## src/rtl/bp_update_queue_if.sv

```systemverilog
// Commit-side and predictor-side signals of the branch update queue.
// The slave modport is the queue itself; the master modport is the
// surrounding commit/predictor logic (or a testbench).
interface bp_update_queue_if #(
  parameter int unsigned SIZE_PC   = 32,
  parameter int unsigned DEPTH_LOG = 3
);
  logic               commitEn0_i;
  logic [SIZE_PC-1:0] commitPC0_i;
  logic               commitDir0_i;
  logic               commitEn1_i;
  logic [SIZE_PC-1:0] commitPC1_i;
  logic               commitDir1_i;
  logic               updateHold_i;
  logic               updateEn_o;
  logic [SIZE_PC-1:0] updatePC_o;
  logic               updateDir_o;
  logic               full_o;
  logic [DEPTH_LOG:0] count_o;
  logic               overflow_o;

  modport master (
    output commitEn0_i, commitPC0_i, commitDir0_i,
    output commitEn1_i, commitPC1_i, commitDir1_i,
    output updateHold_i,
    input  updateEn_o, updatePC_o, updateDir_o,
    input  full_o, count_o, overflow_o
  );

  modport slave (
    input  commitEn0_i, commitPC0_i, commitDir0_i,
    input  commitEn1_i, commitPC1_i, commitDir1_i,
    input  updateHold_i,
    output updateEn_o, updatePC_o, updateDir_o,
    output full_o, count_o, overflow_o
  );
endinterface

```

## src/rtl/bp_update_queue.sv

```systemverilog
// Branch predictor update queue: buffers up to two retired conditional
// branches per cycle and drains them one per cycle, in retirement order,
// into the predictor's single registered update port.
module bp_update_queue #(
  parameter int unsigned SIZE_PC   = 32,
  parameter int unsigned DEPTH     = 8,
  parameter int unsigned DEPTH_LOG = 3
) (
  input logic             clk,
  input logic             reset,
  bp_update_queue_if.slave bus
);

  // Full one entry early so a dual enqueue always fits, whatever the dequeue does.
  localparam logic [DEPTH_LOG:0] FullLevel = (DEPTH_LOG + 1)'(DEPTH - 1);

  logic [SIZE_PC-1:0]   pc_mem [DEPTH];
  logic [DEPTH-1:0]     dir_mem;

  logic [DEPTH_LOG-1:0] head_q, head_d;
  logic [DEPTH_LOG-1:0] tail_q, tail_d;
  logic [DEPTH_LOG:0]   count_q, count_d;
  logic                 overflow_q, overflow_d;
  logic                 upd_en_q;
  logic [SIZE_PC-1:0]   upd_pc_q;
  logic                 upd_dir_q;

  logic                 full;
  logic                 wr0, wr1;
  logic [DEPTH_LOG-1:0] wr1_idx;
  logic [1:0]           n_enq;
  logic                 deq;

  // Enqueue/dequeue decisions and next-state pointers and occupancy.
  always_comb begin
    full       = (count_q >= FullLevel);
    wr0        = !full && bus.commitEn0_i;
    wr1        = !full && bus.commitEn1_i;
    // Slot 1 is younger, so it lands after slot 0 when both are valid.
    wr1_idx    = wr0 ? tail_q + DEPTH_LOG'(1) : tail_q;
    n_enq      = {1'b0, wr0} + {1'b0, wr1};
    // Eligibility uses the pre-enqueue count: no enqueue-to-dequeue bypass.
    deq        = (count_q != '0) && !bus.updateHold_i;
    tail_d     = tail_q + DEPTH_LOG'(n_enq);
    head_d     = deq ? head_q + DEPTH_LOG'(1) : head_q;
    count_d    = count_q + (DEPTH_LOG + 1)'(n_enq) - (DEPTH_LOG + 1)'(deq);
    overflow_d = overflow_q || (full && (bus.commitEn0_i || bus.commitEn1_i));
  end

  // Entry storage; deliberately not reset.
  always_ff @(posedge clk) begin
    if (wr0) begin
      pc_mem[tail_q]  <= bus.commitPC0_i;
      dir_mem[tail_q] <= bus.commitDir0_i;
    end
    if (wr1) begin
      pc_mem[wr1_idx]  <= bus.commitPC1_i;
      dir_mem[wr1_idx] <= bus.commitDir1_i;
    end
  end

  // Pointers, occupancy, sticky overflow and the registered update port.
  always_ff @(posedge clk or posedge reset) begin
    if (reset) begin
      head_q     <= '0;
      tail_q     <= '0;
      count_q    <= '0;
      overflow_q <= 1'b0;
      upd_en_q   <= 1'b0;
      upd_pc_q   <= '0;
      upd_dir_q  <= 1'b0;
    end else begin
      head_q     <= head_d;
      tail_q     <= tail_d;
      count_q    <= count_d;
      overflow_q <= overflow_d;
      upd_en_q   <= deq;
      if (deq) begin
        upd_pc_q  <= pc_mem[head_q];
        upd_dir_q <= dir_mem[head_q];
      end
    end
  end

  assign bus.updateEn_o  = upd_en_q;
  assign bus.updatePC_o  = upd_pc_q;
  assign bus.updateDir_o = upd_dir_q;
  assign bus.full_o      = full;
  assign bus.count_o     = count_q;
  assign bus.overflow_o  = overflow_q;

endmodule

```

## src/flat_wrapper.sv

```systemverilog
// flat-port wrapper written by rule: the top's interface ports become plain ports
module bp_update_queue_flat 
#(
  parameter int unsigned SIZE_PC   = 32,
  parameter int unsigned DEPTH     = 8,
  parameter int unsigned DEPTH_LOG = 3
)
  (clk, reset, bus_commitEn0_i, bus_commitPC0_i, bus_commitDir0_i, bus_commitEn1_i, bus_commitPC1_i, bus_commitDir1_i, bus_updateHold_i, bus_updateEn_o, bus_updatePC_o, bus_updateDir_o, bus_full_o, bus_count_o, bus_overflow_o);
  bp_update_queue_if #(.SIZE_PC(SIZE_PC), .DEPTH_LOG(DEPTH_LOG)) bus_i ();
  input logic clk;
  input logic reset;
  input wire logic [$bits(bus_i.commitEn0_i)-1:0] bus_commitEn0_i;
  input wire logic [$bits(bus_i.commitPC0_i)-1:0] bus_commitPC0_i;
  input wire logic [$bits(bus_i.commitDir0_i)-1:0] bus_commitDir0_i;
  input wire logic [$bits(bus_i.commitEn1_i)-1:0] bus_commitEn1_i;
  input wire logic [$bits(bus_i.commitPC1_i)-1:0] bus_commitPC1_i;
  input wire logic [$bits(bus_i.commitDir1_i)-1:0] bus_commitDir1_i;
  input wire logic [$bits(bus_i.updateHold_i)-1:0] bus_updateHold_i;
  output wire logic [$bits(bus_i.updateEn_o)-1:0] bus_updateEn_o;
  output wire logic [$bits(bus_i.updatePC_o)-1:0] bus_updatePC_o;
  output wire logic [$bits(bus_i.updateDir_o)-1:0] bus_updateDir_o;
  output wire logic [$bits(bus_i.full_o)-1:0] bus_full_o;
  output wire logic [$bits(bus_i.count_o)-1:0] bus_count_o;
  output wire logic [$bits(bus_i.overflow_o)-1:0] bus_overflow_o;
  assign bus_i.commitEn0_i = bus_commitEn0_i;
  assign bus_i.commitPC0_i = bus_commitPC0_i;
  assign bus_i.commitDir0_i = bus_commitDir0_i;
  assign bus_i.commitEn1_i = bus_commitEn1_i;
  assign bus_i.commitPC1_i = bus_commitPC1_i;
  assign bus_i.commitDir1_i = bus_commitDir1_i;
  assign bus_i.updateHold_i = bus_updateHold_i;
  assign bus_updateEn_o = bus_i.updateEn_o;
  assign bus_updatePC_o = bus_i.updatePC_o;
  assign bus_updateDir_o = bus_i.updateDir_o;
  assign bus_full_o = bus_i.full_o;
  assign bus_count_o = bus_i.count_o;
  assign bus_overflow_o = bus_i.overflow_o;
  bp_update_queue #(.SIZE_PC(SIZE_PC), .DEPTH(DEPTH), .DEPTH_LOG(DEPTH_LOG)) u_core (.clk(clk), .reset(reset), .bus(bus_i));
endmodule
```

## config.mk

```make
export PLATFORM = sky130hd
export DESIGN_NAME = bp_update_queue_flat
export DESIGN_NICKNAME = d
export VERILOG_FILES = /design/src/rtl/bp_update_queue_if.sv /design/src/rtl/bp_update_queue.sv /design/src/flat_wrapper.sv
export SDC_FILE = /design/constraint.sdc
export NUM_CORES = 1
export LEC_CHECK = 0
export CAP_MARGIN = 25
export CORE_MARGIN = 2
export CORE_UTILIZATION = 64
export DETAILED_ROUTE_END_ITERATION = 7
export GPL_ROUTABILITY_DRIVEN = 0
export PLACE_DENSITY = 0.9
export SLEW_MARGIN = 10
export SYNTH_ARGS = -nofsm -noshare
export SYNTH_HDL_FRONTEND = slang
export SYNTH_SLANG_ARGS = --single-unit
```

## constraint.sdc

```tcl
create_clock -name clk -period 8.6 [get_ports clk]
set_clock_uncertainty 0.15 [all_clocks]
set_input_delay 0.86 -clock clk [delete_from_list [all_inputs] [get_ports clk]]
set_output_delay 0.86 -clock clk [all_outputs]
set_load 0.01 [all_outputs]
```

# ---- After elaboration in Yosys (flattened, before gate mapping)
# Memory sizes are Yosys's and may differ from the RTL's. A register that Yosys moved wholly into a read port is not among the register bits.
# Cells that the tools add are included.
dict set report totals {
  word_cells 46
  output_inout_bits 40
  regBits 21
  in_bits 71
  latch_bits 0
  memories 1
  mem_bits_rw 256
  rom_bits 0
}
# name depth width read_ports rd_clocked_by_memory_dff write_ports line
set memory_table {}
lappend memory_table {u_core.pc_mem 8 32 1 1 2 bp_update_queue.sv:17} ;# logic [SIZE_PC-1:0] pc_mem [DEPTH];
dict set report op_classes {
  n_reduce_logical 11
  shifts 0
  n_div 0
  mul 0
  eq_ne 0
  bitwise 0
  magnitude_cmp 6
  addsub 6
  n_mux 15
}
# operator n
set op_table {}
lappend op_table {{$bwmux 8} 2}
lappend op_table {{$mux 8} 2}
lappend op_table {{$lt 3x4->1 const B} 3}
lappend op_table {{$mux 1} 7}
lappend op_table {{$add 3x1->3 const B} 2}
lappend op_table {{$demux 1 s3} 2}
lappend op_table {{$ge 3x1->1 const B} 2}
lappend op_table {{$logic_and 1x1->1} 6}
lappend op_table {{$add 4x2->4} 1}
lappend op_table {{$ge 4x3->1 const B} 1}
lappend op_table {{$reduce_bool 4->1} 1}
lappend op_table {{$sub 4x1->4} 1}
lappend op_table {{$add 3x2->3} 1}
lappend op_table {{$bmux 1 s3} 1}
lappend op_table {{$mux 3} 1}
lappend op_table {{$add 1x1->2} 1}
lappend op_table {{$logic_not 1->1} 2}
lappend op_table {{$logic_or 1x1->1} 2}

# ---- Longest topological paths before layout
# Gate-level depths: netlist of run 1.
dict set report depth {
  depth_word 10
  ltp_mapped 13
  mapped_depth_nobuf 13
}

# ---- Worst setup path after synthesis of run 1
# No wires, ideal clock.
dict set report synth_timing {
  path_type {input-to-reg}
  startpoint {input bus_commitEn0_i}
  endpoint {memory u_core.pc_mem[3][0] (enable)}
  n_path_buf 1
  arrival_ns 3.562
  setup_time_ns 0.466
  t_required_ns 7.984
  stages 4
  path_slack_ns 4.422
  path_cell_list {and2b_4 > nand3b_2 > buf_6 > o21ai_0}
}
# item line
set synth_lines {}
lappend synth_lines {{start, declared} flat_wrapper.sv:12} ;# input wire logic [$bits(bus_i.commitEn0_i)-1:0] bus_commitEn0_i;
lappend synth_lines {{end, declared} bp_update_queue.sv:17}

==> flow_summary.ini, run 1 <==
[grt]
grt.busiest_layer = met2
grt_max_degree = 71
use_met2_pct = 48.6
grt_overflow = 0
grt_pass1_vias = 9479
antenna_found_initial = 0
track_usage_pct = 27.2
grt.met1_usage_pct = 33.9
use_met3_pct = 4.65
grt_pass1_wl_microns = 54000

[sta]
slew_headroom_pct = 45.0
slew_viol_final = 0
finalWorstSetupSlack_ps = 4800
worstMarginPinSlew_ps = 825
max_freq_mhz = 263
setup_viol = 0
min_period_over_period_pct = 44.2
hold_violations = 0
period_needed_ps = 3800
setup_tns_ps = 0
rsz0062_at_grt = no

[floorplan]
dieHeight_microns = 162
rows = 57
start_util_pct = 65.6
die_area_sq_mm = 0.0263
die_w_microns = 162
io_pins = 111
coreArea_sq_mm = 0.0245

[detailed_routing]
routed_wl_microns = 35800
drt_pass1_iterations = 4
via_per_inst = 6.52
drc = 0
ant_nets = 0
vias = 8807
drt_iter0_drc = 692
wire_per_inst_microns = 26.5

[critical_path]
path_class = in2reg
cp_top_family = buffers and inverters
rr_worst_depth = 9
critPathCaptureType = flop
rr_endpoint = u_core.pc_mem[2][1]
cpPeakStageDelay_ps = 620
critPathArrivalTime_ps = 3870
crit_required_ps = 8670
critPathMostFrequentCell = buf_4
cp_num_cells = 8
start_kind = input pin
crit_end = u_core.pc_mem[2][1]
crit_slowest_cell = clkdlybuf4s50_1
path_cells = clkdlybuf4s50_1, and2b_4, nand2_1, mux2i_1, o32a_2, buf_4, o21ai_4, buf_4
startpoint = bus_commitEn0_i
path_buf_inv = 3
timing.rr.start = u_core.bus.count_o[3]
reg2reg_setup_slack_ps = 5000
path_max_fanout = 25

[clock_network]
cts_made_buffers = 34
insertion_delay_ps = 510
cts_tree = yes
ctsResizeCount = 0
cts-root-buf = clkbuf_16
cts_num_sinks = 309
cts_post_setup_buffers_inserted = 0
clkTransAtPathRegs_ps = 60
hold_buffers = 0
cts-htree-levels = 2
cts_max_path_buffers = 3

[power_and_ir_drop]
p_leak_nw = 7.24
ir_worst_vdd_v = 0.000164
power_density_mw_per_mm2 = 313

[yosys]
ys_types = 38
ys.flop_type = edfxtp_1
yosys_warnings = 0
netlist_area_sq_mm = 0.0160
synth_nets = 978
ys_seq_elements = 309
ys_seq_area_share_pct = 56.0
synth-simple-area-share_pct = 1.76
synth_edf_count = 256
muxShareOfSynthArea_pct = 35.3
synth_xor_area_share_pct = 0.382
async_reset_ff_share_pct = 14.6
synth_top_family_by_area = multiplexers
synth_compound_area_share_pct = 2.04
synth_cells = 894
avgSynthCellArea_sq_um = 17.9
synthAdderAreaFrac_pct = 1.11

[final_layout]
final_net_count = 1085
syn_to_final_growth_pct = 14.9
drive_above_1_share_pct = 41.3
antenna_cells = 0
layout_commonest_cell = edfxtp_1
layout_common_cells = edfxtp_1, mux2_4, clkdlybuf4s50_1, mux4_2, mux2_2

[run]
drv_cap = 0

[worst_hold_path]
min_path_cells = 1
hold_class = reg2reg

[outcome]
status = complete, no violations

[placement]
dp_slack_ps = 4040
hpwlAfterDp_microns = 20000
port_buffers = 110
==> metal layers <==
metal  share of wire, %  wire, microns
met4                2.7            952
met1                 38          13800
met5                  0              0
met3                6.4           2280
met2                 52          18800
==> kinds of logic (layout without fill, tap and decap cells) <==
| kind of cell | after synthesis | in the layout |
|---|---|---|
| buffers and inverters | 76 | 208 |
| multiplexers | 373 | 373 |
| AO/OA/AOI/OAI | 54 | 54 |
| adder cells (fa/ha/maj) | 13 | 13 |
| AND/OR/NAND/NOR | 62 | 62 |
| XOR/XNOR | 7 | 7 |
| flip-flops | 309 | 309 |
==> worst reg2reg max path: stages (launching register included) <==
cell and delay (ps):
dfrtp_1 410, inv_1 90, ha_1 180, nand3_1 210, nand2_1 180, mux2i_1 400, o32a_2 500, buf_4 570
o21ai_4 290, buf_4 340
==> cell type report <==
class | count | area (sq um)
fillers | 1294 | 6030
multi-input cells | 509 | 6610
clock buffers | 47 | 941
well taps | 324 | 405
flip-flops and latches | 309 | 8980
clock inverters | 14 | 103
inverters | 15 | 56.3
repair buffers | 132 | 1340
==> worst min path at each step <==
stage                                from                    end  slack, ps
floorplan                u_core.tail_q[0]       u_core.tail_q[0]        360
global route        u_core.bus.overflow_o  u_core.bus.overflow_o        360
global placement    u_core.bus.overflow_o  u_core.bus.overflow_o        310
CTS                 u_core.bus.overflow_o  u_core.bus.overflow_o        330
detailed placement  u_core.bus.overflow_o  u_core.bus.overflow_o        320
finish              u_core.bus.overflow_o  u_core.bus.overflow_o        320
==> Yosys cell counts, drive strengths merged, types with 3 or more instances <==
| cell | number | area (sq um) |
|---|---|---|
| xor2 | 4 | 35.0 |
| clkbuf | 16 | 60.1 |
| inv | 15 | 56.3 |
| nand2b | 4 | 25.0 |
| mux4 | 66 | 1490 |
| nand3 | 5 | 30.0 |
| dfxtp | 8 | 160 |
| mux2 | 273 | 3840 |
| nand2 | 4 | 15.0 |
| a21oi | 35 | 175 |
| a31oi | 3 | 25.0 |
| dfrtp | 45 | 1130 |
| buf | 45 | 438 |
| edfxtp | 256 | 7690 |
| ha | 11 | 138 |
| nor2 | 41 | 154 |
| mux2i | 34 | 340 |
| o21ai | 6 | 30.0 |
| xnor2 | 3 | 26.3 |
| o32a | 8 | 81.3 |
==> state kept, by name, indices dropped and copies added (netlist names) <==
signal and cells:
u_core.bus.updateDir_o 1, u_core.bus.updateEn_o 1, u_core.bus.count_o 4, u_core.pc_mem 256
u_core.dir_mem 8, u_core.bus.overflow_o 1, u_core.head_q 3, u_core.bus.updatePC_o 32
u_core.tail_q 3
==> power by group <==
group | switching, mW | internal [mW] | leakage (nW)
Sequential | 0.204 | 2.07 | 2.89
Clock | 0.580 | 0.799 | 0.512
Combinational | 1.03 | 1.09 | 3.84
Total | 1.82 | 3.96 | 7.24
==> through the flow <==
stage	util, %	power (mW)	cell area, sq um	cells	hold slack, ps
6_report	75.3	5.78	18400	1350	324
5_1_grt	75.3	6.01	18400	1350	355
4_1_cts	75.0	5.75	18300	1346	334
3_5_place_dp	70.7	4.37	17300	1285	318
3_3_place_gp	70.6	4.28	17300	1284	312
2_1_floorplan	-	3.73	16000	894	358
(Power assumes the default switching activity.)
==> inputs of run 2 (changes only) <==
Settings changed: CORE_UTILIZATION 64 to 60, PLACE_DENSITY 0.9 to 0.85.
Clock period 8.6 ns to 3.95 ns, I/O delays scaled along.
==> flow_summary.ini, run 2 (synthesis gave the netlist of run 1 again) <==
[clock_network]
cts_tree = yes
cts_post_setup_buffers_inserted = 0
ctsResizeCount = 0
hold_buffers = 0
cts-root-buf = clkbuf_16
clkTransAtPathRegs_ps = 60
cts_num_sinks = 309
cts_made_buffers = 34
insertion_delay_ps = 510
cts-htree-levels = 2
cts_max_path_buffers = 3

[final_layout]
multiInputGateArea_sq_mm = 0.00661
stdcell_count = 1372
fillers = 1635
stdcell_area_sq_mm = 0.0186
syn_to_final_growth_pct = 15.9
antenna_cells = 0
layout_commonest_cell = edfxtp_1
seq_area_sq_mm = 0.00898
layout_common_cells = edfxtp_1, mux2_4, clkdlybuf4s50_1, mux4_2, mux2_2
largest_reg_flops = 256
final_net_count = 1096
largest_register = u_core.pc_mem
fin_util_pct = 71.1
drive_above_1_share_pct = 41.7

[grt]
grt_max_degree = 71
grt_pass1_vias = 9254
grt_overflow = 0
track_usage_pct = 25.1
antenna_found_initial = 0
grt_pass1_wl_microns = 53200

[critical_path]
path_class = reg2reg
crit_end = u_core.pc_mem[3][0]
rr_endpoint = u_core.pc_mem[3][0]
path_max_fanout = 19
crit_required_ps = 4050
start_kind = flop
rr_worst_depth = 8
crit_slowest_cell = o32a_2
reg2reg_setup_slack_ps = 710
path_cells = inv_1, ha_1, nand3_1, nand2_1, mux2i_1, o32a_2, buf_12, mux2_2
cpPeakStageDelay_ps = 750
critPathCaptureType = flop
startpoint = u_core.bus.count_o[3]
critPathArrivalTime_ps = 3340
timing.rr.start = u_core.bus.count_o[3]

[sta]
max_freq_mhz = 309
setup_viol = 0
finalWorstSetupSlack_ps = 711
setup_tns_ps = 0
rsz0062_at_grt = no
slew_headroom_pct = 37.3
worstMarginPinSlew_ps = 938
hold_violations = 0
slew_viol_final = 0
min_period_over_period_pct = 82.0
period_needed_ps = 3240

[floorplan]
dieHeight_microns = 167
io_pins = 111
die_area_sq_mm = 0.0281
die_w_microns = 167
start_util_pct = 61.4
coreArea_sq_mm = 0.0261
rows = 59

[detailed_routing]
drt_iter0_drc = 566
routed_wl_microns = 34500
drt_pass1_iterations = 8
ant_nets = 0
drc = 4
vias = 8572
wire_per_inst_microns = 25.1
via_per_inst = 6.25

[placement]
port_buffers = 110
dp.cells = 1311
hpwlAfterDp_microns = 21500
place_area_sq_mm = 0.0175
dp_slack_ps = 541

[power_and_ir_drop]
p_comb_share_pct = 36.3
p_sw_share_pct = 30.8
intPower_mw = 8.69
switchingPower_mw = 3.87
power_density_mw_per_mm2 = 676
ir_worst_vdd_v = 0.000401
p_leak_nw = 7.31
p_seq_share_pct = 39.8
clockPowerShare_pct = 24.0

[worst_hold_path]
hold_class = in2async

[outcome]
status = complete, but fails checks
violations = DRC

[run]
drv_cap = 0
==> run 2: cell types whose count changed in the layout (fill, tap and decap cells not counted) <==
cell,change
buf_12,+3
buf_4,+8
clkbuf_1,-5
clkbuf_16,+2
clkbuf_8,-1
clkinv_1,+8
clkinv_2,-3
clkinvlp_4,+1
inv_6,-1
inv_8,-1
==> run 2: power groups by stage <==
stage	Sequential (mW)	Clock (mW)	Combinational (mW)
finish	4.99	3.01	4.55
CTS	5.00	3.05	4.59
detailed placement	5.05	0	4.55
floorplan	4.89	0	3.21
global route	5.08	3.18	4.85
global placement	5.01	0	4.43
==> run 2: layout make-up <==
class	instances	area share, %
multi-input cells	509	35.6
clock buffers	43	5.16
flip-flops and latches	309	48.3
inverters	15	0.303
repair buffers	143	7.84
clock inverters	18	0.566
well taps	335	2.26
==> run 2: worst max-delay path: cells and delay by family, from the launching register on <==
| kind | cells | cell delay (ps) |
|---|---|---|
| AOI/OAI and AO/OA | 1 | 750 |
| adders and majority gates | 1 | 180 |
| buffers and inverters | 2 | 380 |
| DFF | 1 | 430 |
| muxes | 2 | 710 |
| and+or+nand+nor | 2 | 380 |
==> run 2: how the worst min path moves through the flow <==
stage	end	depth (start not counted)
final	u_core.bus.updatePC_o[27]	2
after global routing	u_core.bus.updatePC_o[27]	2
after CTS	u_core.bus.updatePC_o[27]	2
after detailed placement	u_core.bus.overflow_o	1
after global placement	u_core.bus.overflow_o	1
after floorplan	u_core.tail_q[0]	1
==> run 2: routing by layer <==
| metal | track usage, % | vias up | part of all wire, % |
|---|---|---|---|
| met1 | 31.1 | 4459 | 39 |
| met3 | 3.36 | 53 | 4.9 |
| met5 | 0 | - | 0 |
| li1 | - | 3756 | - |
| met2 | 45.5 | 304 | 54 |
| met4 | 8.36 | 0 | 2.4 |
==> run 2: metrics by stage <==
step	power [mW]	hold WS [ps]
final	12.6	103
after global routing	13.1	134
after CTS	12.6	111
after detailed placement	9.60	328
after global placement	9.44	318
after floorplan	8.11	358
